===== src/rtl/color_led_pkg.sv =====
// ============================================================================
// Module   : color_led_pkg
// Brief    : Shared matrix geometry and scan-state encoding for the LED scanner.
// Revision : 1.0 - initial release
// ============================================================================
`default_nettype none

package color_led_pkg;

    localparam int NUM_COLS = 3;
    localparam int NUM_ROWS = 4;
    localparam int FRAME_W  = 12;

    typedef enum logic [1:0] {
        IDLE  = 2'd0,
        BLANK = 2'd1,
        DRIVE = 2'd2
    } state_t;

endpackage

`default_nettype wire


===== src/rtl/color_led_pwm.sv =====
// ============================================================================
// Module   : color_led_pwm
// Brief    : Row PWM generator; o_pwm_on is the duty state for the cycle after
//            the current edge, so the caller can register it straight into pins.
// Revision : 1.0 - initial release
// ============================================================================
`default_nettype none

module color_led_pwm #(
    parameter int PWM_BITS = 4
) (
    input  logic                clk,
    input  logic                rst,
    input  logic                i_clear,
    input  logic                i_run,
    input  logic [PWM_BITS-1:0] i_brightness,
    output logic                o_pwm_on
);

    logic [PWM_BITS-1:0] r_cnt;
    logic [PWM_BITS-1:0] r_bright;
    logic [PWM_BITS-1:0] w_cnt_next;
    logic [PWM_BITS-1:0] w_bright_next;

    // Look-ahead values: what counter/brightness will hold after this edge.
    assign w_cnt_next    = i_clear ? '0 : r_cnt + PWM_BITS'(1);
    assign w_bright_next = i_clear ? i_brightness : r_bright;
    assign o_pwm_on      = (w_cnt_next < w_bright_next) || (&w_bright_next);

    always_ff @(posedge clk) begin
        if (rst) begin
            r_cnt    <= '0;
            r_bright <= '0;
        end else if (i_clear || i_run) begin
            r_cnt    <= w_cnt_next;
            r_bright <= w_bright_next;
        end
    end

endmodule

`default_nettype wire


===== src/rtl/color_led_scan_ctrl.sv =====
// ============================================================================
// Module   : color_led_scan_ctrl
// Brief    : Column scan scheduler with blanking, PWM rows and frame-boundary
//            double buffering for a 3x4 colour LED matrix.
// Revision : 1.0 - initial release
// ============================================================================
`default_nettype none

module color_led_scan_ctrl
    import color_led_pkg::*;
#(
    parameter int DWELL_CYCLES = 1000,
    parameter int BLANK_CYCLES = 16,
    parameter int PWM_BITS     = 4
) (
    input  logic                aclk,
    input  logic                areset,
    input  logic                i_enable,
    input  logic [FRAME_W-1:0]  i_frame_data,
    input  logic                i_frame_valid,
    output logic                o_frame_ready,
    input  logic [PWM_BITS-1:0] i_brightness,
    output logic [NUM_COLS-1:0] o_col_n,
    output logic [NUM_ROWS-1:0] o_row,
    output logic                o_frame_start
);

    localparam int CNT_MAX = (DWELL_CYCLES > BLANK_CYCLES) ? DWELL_CYCLES : BLANK_CYCLES;
    localparam int CNT_W   = $clog2(CNT_MAX);
    localparam int COL_W   = $clog2(NUM_COLS);

    localparam logic [CNT_W-1:0] c_dwell_last = CNT_W'(DWELL_CYCLES - 1);
    localparam logic [CNT_W-1:0] c_blank_last = CNT_W'(BLANK_CYCLES - 1);
    localparam logic [COL_W-1:0] c_last_col   = COL_W'(NUM_COLS - 1);

    state_t              r_state;
    state_t              w_state_next;
    logic [CNT_W-1:0]    r_cnt;
    logic [CNT_W-1:0]    w_cnt_next;
    logic [COL_W-1:0]    r_col;
    logic [COL_W-1:0]    w_col_next;

    logic [FRAME_W-1:0]  r_active;
    logic [FRAME_W-1:0]  r_pending;
    logic                r_full;
    logic                w_accept;
    logic                w_boundary;

    logic                w_drive_next;
    logic                w_enter_drive;
    logic                w_pwm_on;
    logic [NUM_ROWS-1:0] w_col_rows [NUM_COLS];
    logic [NUM_COLS-1:0] w_col_n_next;
    logic [NUM_ROWS-1:0] w_row_next;
    logic                w_frame_start_next;

    logic [NUM_COLS-1:0] r_col_n;
    logic [NUM_ROWS-1:0] r_row;
    logic                r_frame_start;

    always_ff @(posedge aclk) begin
        if (areset) begin
            r_state       <= IDLE;
            r_cnt         <= '0;
            r_col         <= '0;
            r_col_n       <= '1;
            r_row         <= '0;
            r_frame_start <= 1'b0;
        end else begin
            r_state       <= w_state_next;
            r_cnt         <= w_cnt_next;
            r_col         <= w_col_next;
            r_col_n       <= w_col_n_next;
            r_row         <= w_row_next;
            r_frame_start <= w_frame_start_next;
        end
    end

    always_comb begin
        w_state_next = r_state;
        w_cnt_next   = r_cnt + CNT_W'(1);
        w_col_next   = r_col;
        w_boundary   = 1'b0;
        case (r_state)
            IDLE: begin
                w_cnt_next = '0;
                w_col_next = '0;
                if (i_enable) begin
                    w_state_next = BLANK;
                end
            end
            BLANK: begin
                if (r_cnt == c_blank_last) begin
                    w_state_next = DRIVE;
                    w_cnt_next   = '0;
                end
            end
            DRIVE: begin
                if (r_cnt == c_dwell_last) begin
                    w_cnt_next = '0;
                    w_boundary = (r_col == c_last_col);
                    if (!i_enable) begin
                        w_state_next = IDLE;
                        w_col_next   = '0;
                    end else begin
                        w_state_next = BLANK;
                        w_col_next   = (r_col == c_last_col) ? '0 : r_col + COL_W'(1);
                    end
                end
            end
            default: begin
                w_state_next = IDLE;
                w_cnt_next   = '0;
                w_col_next   = '0;
            end
        endcase
    end

    // Accept never collides with a swap: a swap needs full, accept needs !full.
    assign w_accept      = i_frame_valid && !r_full;
    assign o_frame_ready = !r_full;

    always_ff @(posedge aclk) begin
        if (areset) begin
            r_pending <= '0;
            r_full    <= 1'b0;
            r_active  <= '0;
        end else begin
            if (w_accept) begin
                r_pending <= i_frame_data;
                r_full    <= 1'b1;
            end
            if (r_full && (w_boundary || (r_state == IDLE))) begin
                r_active <= r_pending;
                r_full   <= 1'b0;
            end
        end
    end

    for (genvar g = 0; g < NUM_COLS; g++) begin : g_col_rows
        assign w_col_rows[g] = r_active[g*NUM_ROWS +: NUM_ROWS];
    end

    assign w_drive_next  = (w_state_next == DRIVE);
    assign w_enter_drive = w_drive_next && (r_state != DRIVE);

    color_led_pwm #(
        .PWM_BITS     (PWM_BITS)
    ) u_pwm (
        .clk          (aclk),
        .rst          (areset),
        .i_clear      (w_enter_drive),
        .i_run        (w_drive_next && (r_state == DRIVE)),
        .i_brightness (i_brightness),
        .o_pwm_on     (w_pwm_on)
    );

    assign w_col_n_next       = w_drive_next ? ~(NUM_COLS'(1) << w_col_next) : '1;
    assign w_row_next         = w_drive_next ? (w_col_rows[w_col_next] & {NUM_ROWS{w_pwm_on}}) : '0;
    assign w_frame_start_next = w_enter_drive && (w_col_next == '0);

    assign o_col_n       = r_col_n;
    assign o_row         = r_row;
    assign o_frame_start = r_frame_start;

endmodule

`default_nettype wire


===== config.mk =====
export PLATFORM = sky130hd
export DESIGN_NAME = color_led_scan_ctrl
export DESIGN_NICKNAME = d
export VERILOG_FILES = /design/src/rtl/color_led_pkg.sv /design/src/rtl/color_led_pwm.sv /design/src/rtl/color_led_scan_ctrl.sv
export SDC_FILE = /design/constraint.sdc
export NUM_CORES = 1
export LEC_CHECK = 0
export ABC_AREA = 1
export CAP_MARGIN = 30
export CORE_MARGIN = 2
export CORE_UTILIZATION = 35
export CTS_CLUSTER_DIAMETER = 100
export DETAILED_ROUTE_END_ITERATION = 10
export PLACE_DENSITY = 0.66
export SYNTH_ARGS = -nofsm -noshare
export SYNTH_HDL_FRONTEND = slang
export SYNTH_SLANG_ARGS = --single-unit

===== constraint.sdc =====
create_clock -name aclk -period 2.45 [get_ports aclk]
set_clock_uncertainty 0.15 [all_clocks]
set_input_delay 0.49 -clock aclk [delete_from_list [all_inputs] [get_ports aclk]]
set_output_delay 0.49 -clock aclk [all_outputs]
set_load 0.05 [all_outputs]

==> results.sh, run 1 <==
export IMPL_wirelength_um=5050
export IMPL_fin_area_um2=3260
export IMPL_min_period_ps=2380
export IMPL_synth_ff_type="dfxtp_1"
export IMPL_irDropWorstVdd_v=0.000305
export IMPL_core_um2=6790
export IMPL_start_util_pct=36.3
export IMPL_maxCapViolCount=0
export IMPL_hold_class="reg -> reg"
export IMPL_ys_ff_latch=55
export IMPL_whs_ps=325
export IMPL_die_h_um=87.9
export IMPL_cts_tree="built"
export IMPL_antenna_cells=0
export IMPL_die_w_um=87.9
export IMPL_max_stage_delay_ps=370
export IMPL_fin_nets=415
export IMPL_end_kind="register"
export IMPL_first_iter_violations=71
export IMPL_path_common_cell="nand2_2"
export IMPL_cp_required_ps=2550
export IMPL_synth_seq_area_share_pct=44.6
export IMPL_globalplace_congestion=0.790
export IMPL_rows=30
export IMPL_dp_hpwl_um=3830
export IMPL_synthArstFlopShare_pct=0
export IMPL_antenna_found_initial=0
export IMPL_nFillCells=669
export IMPL_clock_sinks=55
export IMPL_internal_power_w=0.00127
export IMPL_regArea_um2=1110
export IMPL_grt_pass1_vias=2017
export IMPL_ys_types=33
export IMPL_cp_start_kind="register"
export IMPL_power_density_nw_per_um2=524
export IMPL_multi_input_area_um2=1280
export IMPL_finalHoldViolCount=0
export IMPL_status="complete, no violations"
export IMPL_yosysWarnings=0
export IMPL_area_growth_pct=32.2
export IMPL_port_buffers=28
export IMPL_clock_path_buffers=2
export IMPL_rsz0062_at_grt="yes"
export IMPL_cp_slowest_cell="dfxtp_2"
export IMPL_clk_pin_slew_ps=100
export IMPL_slew_limit_headroom_pct=66.3
export IMPL_cts_root_buffer="clkbuf_8"
export IMPL_numCtsBuffers=5
export IMPL_fp_dieArea_um2=7730
export IMPL_swShare_pct=25.9
export IMPL_finalCritPeriodShare_pct=97.2
export IMPL_avgViaCountPerCell=4.46
export IMPL_synthCells=324
export IMPL_fmax_mhz=420
export IMPL_syn_nets=353
export IMPL_h_tree_depth=2
export IMPL_avgSynthCellArea_um2=7.61
export IMPL_vias=2155
export IMPL_preCtsSetupSlack_ps=-262
export IMPL_finalSetupTns_ps=0
export IMPL_maxSlewViolCount=0
export IMPL_grt_usage_pct=13.9
export IMPL_dr_pass1_iters=4
export IMPL_overflow=0
export IMPL_drc=0
export IMPL_clkPwrFrac_pct=32.4
export IMPL_drtAntennaViolNets=0
export IMPL_drive_above_1_share_pct=23.8
export IMPL_io_pins=29
export IMPL_critical_path_arrival_ps=2480
export IMPL_worstMarginPinSlew_ps=503
export IMPL_setup_slack_ps=68.0
export IMPL_dpl_cell_area_um2=3050
export IMPL_setup_viol_count_final=0
export IMPL_grt_pass1_wl_um=8440
export IMPL_critical_path_cell_chain="ha_4 > nand2_4 > nor2_4 > nand3_2 > nand2_2 > nand2_2 > nand2_2 > nand2_2 > clkinv_4 > nand3_4 > or2_1 > o21ai_2 > ha_1 > nand2_1 > nand2_1 > nand2_1 > nand2_2 > a21oi_2"
export IMPL_avgRoutedWirePerCell_um=10.5
export IMPL_cp_max_fo=5
export IMPL_p_leak_nw=1.33
export IMPL_synthesis_area_um2=2470
export IMPL_clk_latency_ps=320
export IMPL_postCtsHoldBufs=0
export IMPL_seq_power_share_pct=56.1
export IMPL_synth_edf_count=0
export IMPL_combinationalPowerShare_pct=11.5
export IMPL_criticalPathCategory="reg -> reg"
export IMPL_grt_max_degree=28
export IMPL_switchingPower_w=0.000442
## stage by stage
step | util (%) | instances | total power [W]
2_1_floorplan | - | 324 | 0.00110
3_3_place_gp | 44.9 | 469 | 0.00117
3_5_place_dp | 44.9 | 469 | 0.00118
4_1_cts | 46.5 | 477 | 0.00172
5_1_grt | 48.0 | 483 | 0.00178
6_report | 48.0 | 483 | 0.00171
## cells in the mapped netlist, types with 3 or more instances
cell type / instances / area share (%)
nand2_2: 13 / 3.3
nand2_1: 41 / 6.2
nand3_1: 14 / 2.8
inv_1: 25 / 3.8
o21ai_0: 26 / 5.3
nand4_1: 3 / 0.76
xor2_1: 4 / 1.4
nand3_2: 3 / 1.2
clkbuf_1: 6 / 0.91
nor3_1: 7 / 1.4
or2_1: 3 / 0.76
nor2_2: 7 / 1.8
ha_1: 9 / 4.6
o21ai_2: 4 / 1.4
dfxtp_1: 55 / 45
nor2_1: 76 / 12
nor2_4: 3 / 1.4
a21oi_1: 10 / 2.0
## cell type report
class | count | area share (%)
clock buffer | 6 | 2.53
clock inverter | 2 | 0.576
inverter | 29 | 3.65
multi-input combinational | 233 | 39.2
sequential | 55 | 34.0
tap | 96 | 3.68
timing repair buffer | 62 | 16.4
## critical path: cells and delay by family, from the launching register on
kind / cells / cell delay (ps)
buffers and inverters: 1 / 60
AO/OA/AOI/OAI: 2 / 180
flip-flops: 1 / 370
adder cells (fa/ha/maj): 2 / 390
AND/OR/NAND/NOR: 13 / 1160
## path summary, 6_finish.rpt
| path | start | end | slack, ps | cells after the start |
|---|---|---|---|---|
| hold reg to reg | r_active[1] | r_active[1] | 330 | 2 |
| setup / recovery | r_cnt[0] | o_row[1] | 70 | 18 |
| hold / removal | r_active[1] | r_active[1] | 330 | 2 |
| setup reg to reg | r_cnt[0] | o_row[1] | 70 | 18 |
## power by group through the flow
stage	Sequential (W)	Clock [W]	Combinational, W
finish	0.000957	0.000553	0.000197
global route	0.000963	0.000594	0.000226
CTS	0.000957	0.000563	0.000199
detailed placement	0.000978	0	0.000199
global placement	0.000976	0	0.000196
floorplan	0.000973	0	0.000123
## what timing repair did
item                                    4_1_cts  5_1_grt
pin swaps                                     5        6
buffers inserted                              0        6
endpoints found under the setup margin        4        4
resized for setup                             4       14
## registers in the layout (all words and copies together), names as in the netlist
signal and cells:
r_active 12, r_pending 12, r_cnt 10, o_row 4, u_pwm.r_bright 4, u_pwm.r_cnt 4
o_col_n 3, r_col 2, r_state 2, o_frame_start 1, r_full 1
## layout by cell type, fill, tap and decap left out
master / instances
or2_2: 1
nand2_4: 2
or2_1: 3
clkinv_1: 1
o21ai_0: 26
o31ai_1: 1
a211oi_1: 1
ha_1: 7
a21oi_2: 3
xor2_1: 4
dfxtp_2: 5
o21ai_1: 1
nor2_1: 74
nand2_2: 13
o21bai_1: 1
xnor2_1: 1
o41ai_1: 1
nand4_1: 3
clkdlybuf4s50_1: 28
clkinv_4: 1
nand2_1: 40
inv_1: 25
buf_4: 34
clkbuf_8: 6
dfxtp_1: 50
inv_4: 2
inv_8: 1
nand3_1: 13
nand3_2: 4
ha_4: 2
a21oi_1: 8
nor2_2: 8
nor3_1: 7
nand3_4: 1
nor2_4: 4
o21ai_2: 4
clkinvlp_4: 1
## logic make-up after synthesis
family | share of synthesized area (%)
AO/OA/AOI/OAI | 10.6
AND/OR/NAND/NOR | 32.7
buffers and inverters | 5.78
adder cells (fa/ha/maj) | 4.57
flip-flops | 44.6
XOR/XNOR | 1.78
## per-layer routing
layer  track usage [%]  routed length [µm]  up-vias
met5                 0                   0        -
met4              5.31                  80        0
met3              2.83                 128        7
met2              25.1                2490       28
met1              16.0                2350      962
li1                  -                   -     1158
Power figures use the tool's default switching activity.
==> run 2: changes to the inputs <==
- CORE_MARGIN: 2 -> unset
- PLACE_DENSITY: 0.66 -> 0.61
==> results.sh, run 2 (synthesis gave the netlist of run 1 again) <==
export IMPL_status="complete, no violations"
export IMPL_dp_hpwl_um=3740
export IMPL_grt_pass1_wl_um=8460
export IMPL_fin_util_pct=47.7
export IMPL_port_buffers=28
export IMPL_path_common_cell="nand2_2"
export IMPL_fp_dieArea_um2=7390
export IMPL_setup_slack_ps=19.1
export IMPL_globalplace_congestion=0.781
export IMPL_critical_path_arrival_ps=2530
export IMPL_cp_slowest_cell="dfxtp_2"
export IMPL_worstMarginPinSlew_ps=494
export IMPL_cpLargestDelayFamily="simple AND/OR/NAND/NOR gates"
export IMPL_finalSetupTns_ps=0
export IMPL_vias=2101
export IMPL_multi_input_area_um2=1280
export IMPL_regArea_um2=1110
export IMPL_reg_largest_list="r_active x12, r_pending x12, r_cnt x10"
export IMPL_p_leak_nw=1.32
export IMPL_avgViaCountPerCell=4.39
export IMPL_drtAntennaViolNets=0
export IMPL_grt_usage_pct=14.7
export IMPL_postCtsHoldBufs=0
export IMPL_final_common_cell="nor2_1"
export IMPL_cts_root_buffer="clkbuf_8"
export IMPL_drive_above_1_share_pct=23.0
export IMPL_h_tree_depth=2
export IMPL_grt_pass1_vias=1966
export IMPL_grt_max_degree=28
export IMPL_maxSlewViolCount=0
export IMPL_drc=0
export IMPL_cp_required_ps=2550
export IMPL_clock_path_buffers=2
export IMPL_clock_sinks=55
export IMPL_die_h_um=85.9
export IMPL_final_cell_mix="76 x nor2_1, 51 x dfxtp_1, 40 x nand2_1, 30 x buf_4, 28 x clkdlybuf4s50_1"
export IMPL_overflow=0
export IMPL_rsz0062_at_grt="yes"
export IMPL_die_w_um=85.9
export IMPL_area_growth_pct=31.5
export IMPL_start_util_pct=36.3
export IMPL_nFillCells=700
export IMPL_clk_latency_ps=310
export IMPL_first_iter_violations=68
export IMPL_critical_path_cell_chain="ha_4 > nand2_4 > nor2_4 > nand3_2 > nand2_2 > nand2_2 > nand2_2 > nand2_2 > clkinv_4 > nand3_4 > or2_1 > o21ai_2 > ha_1 > nand2_1 > nand2_1 > nand2_1 > nand2_2 > a21oi_2"
export IMPL_avgRoutedWirePerCell_um=10.2
export IMPL_whs_ps=319
export IMPL_io_pins=29
export IMPL_min_period_ps=2430
export IMPL_fin_nets=411
export IMPL_cts_tree="built"
export IMPL_setup_viol_count_final=0
export IMPL_cp_start_kind="register"
export IMPL_worstPathBufferInverterCount=1
export IMPL_core_um2=6790
export IMPL_numCtsBuffers=5
export IMPL_fmax_mhz=411
export IMPL_finalHoldViolCount=0
export IMPL_hold_class="reg -> reg"
export IMPL_maxCapViolCount=0
export IMPL_slew_limit_headroom_pct=67.0
export IMPL_cp_max_fo=5
export IMPL_antenna_found_initial=0
export IMPL_antenna_cells=0
export IMPL_rows=30
export IMPL_criticalPathCategory="reg -> reg"
export IMPL_max_stage_delay_ps=370
export IMPL_power_density_nw_per_um2=546
export IMPL_wirelength_um=4880
export IMPL_clk_pin_slew_ps=100
export IMPL_preCtsSetupSlack_ps=-228
export IMPL_dr_pass1_iters=4
export IMPL_end_kind="register"
export IMPL_finalCritPeriodShare_pct=99.2
export IMPL_irDropWorstVdd_v=0.000462
## run 2: worst reg2reg max path: stages (launching register included)
cell      delay [ps]
dfxtp_2          370
ha_4             150
nand2_4           70
nor2_4           110
nand3_2           90
nand2_2          100
nand2_2           70
nand2_2           70
nand2_2           60
clkinv_4          60
nand3_4           90
or2_1            250
o21ai_2           80
ha_1             260
nand2_1           60
nand2_1           50
nand2_1           70
nand2_2           90
a21oi_2          140
## run 2: area by class of cell
type | count | share of cell area [%]
multi-input combinational | 233 | 39.4
tap | 96 | 3.71
clock inverter | 3 | 1.43
inverter | 29 | 3.63
sequential | 55 | 34.1
clock buffer | 5 | 2.12
timing repair buffer | 58 | 15.6
## run 2: path summary, 6_finish.rpt
| check | from | end | slack [ps] | cells after the start |
|---|---|---|---|---|
| max | r_cnt[1] | o_row[0] | 20 | 18 |
| min | r_active[1] | r_active[1] | 320 | 2 |
| max reg2reg | r_cnt[1] | o_row[0] | 20 | 18 |
| min reg2reg | r_active[1] | r_active[1] | 320 | 2 |
## run 2: timing repair
item / in CTS / in global routing
resized for setup: 5 / 13
setup endpoints to repair: 4 / 14
pin swaps: 6 / 15
endpoints found under the hold margin: 0 / 0
setup buffers: 0 / 1
## run 2: per-stage QoR
| step | cells | instance area [µm²] | power [W] |
|---|---|---|---|
| 2_1_floorplan | 324 | 2470 | 0.00110 |
| 3_3_place_gp | 470 | 3060 | 0.00117 |
| 3_5_place_dp | 470 | 3060 | 0.00118 |
| 4_1_cts | 478 | 3190 | 0.00179 |
| 5_1_grt | 479 | 3240 | 0.00187 |
| 6_report | 479 | 3240 | 0.00177 |
## run 2: power breakdown
group	internal (W)	total (W)	switching, W
registers	0.000936	0.000957	0.0000206
logic	0.0000931	0.000200	0.000107
clock network	0.000308	0.000612	0.000304
total	0.00134	0.00177	0.000431
## run 2: routing by layer
layer | share of wire [%] | wire [µm] | GRT usage (%)
met1 | 49 | 2370 | 18.2
met2 | 47 | 2280 | 24.3
met3 | 3.8 | 186 | 4.14
met4 | 0.92 | 45 | 5.00
met5 | 0 | 0 | 0
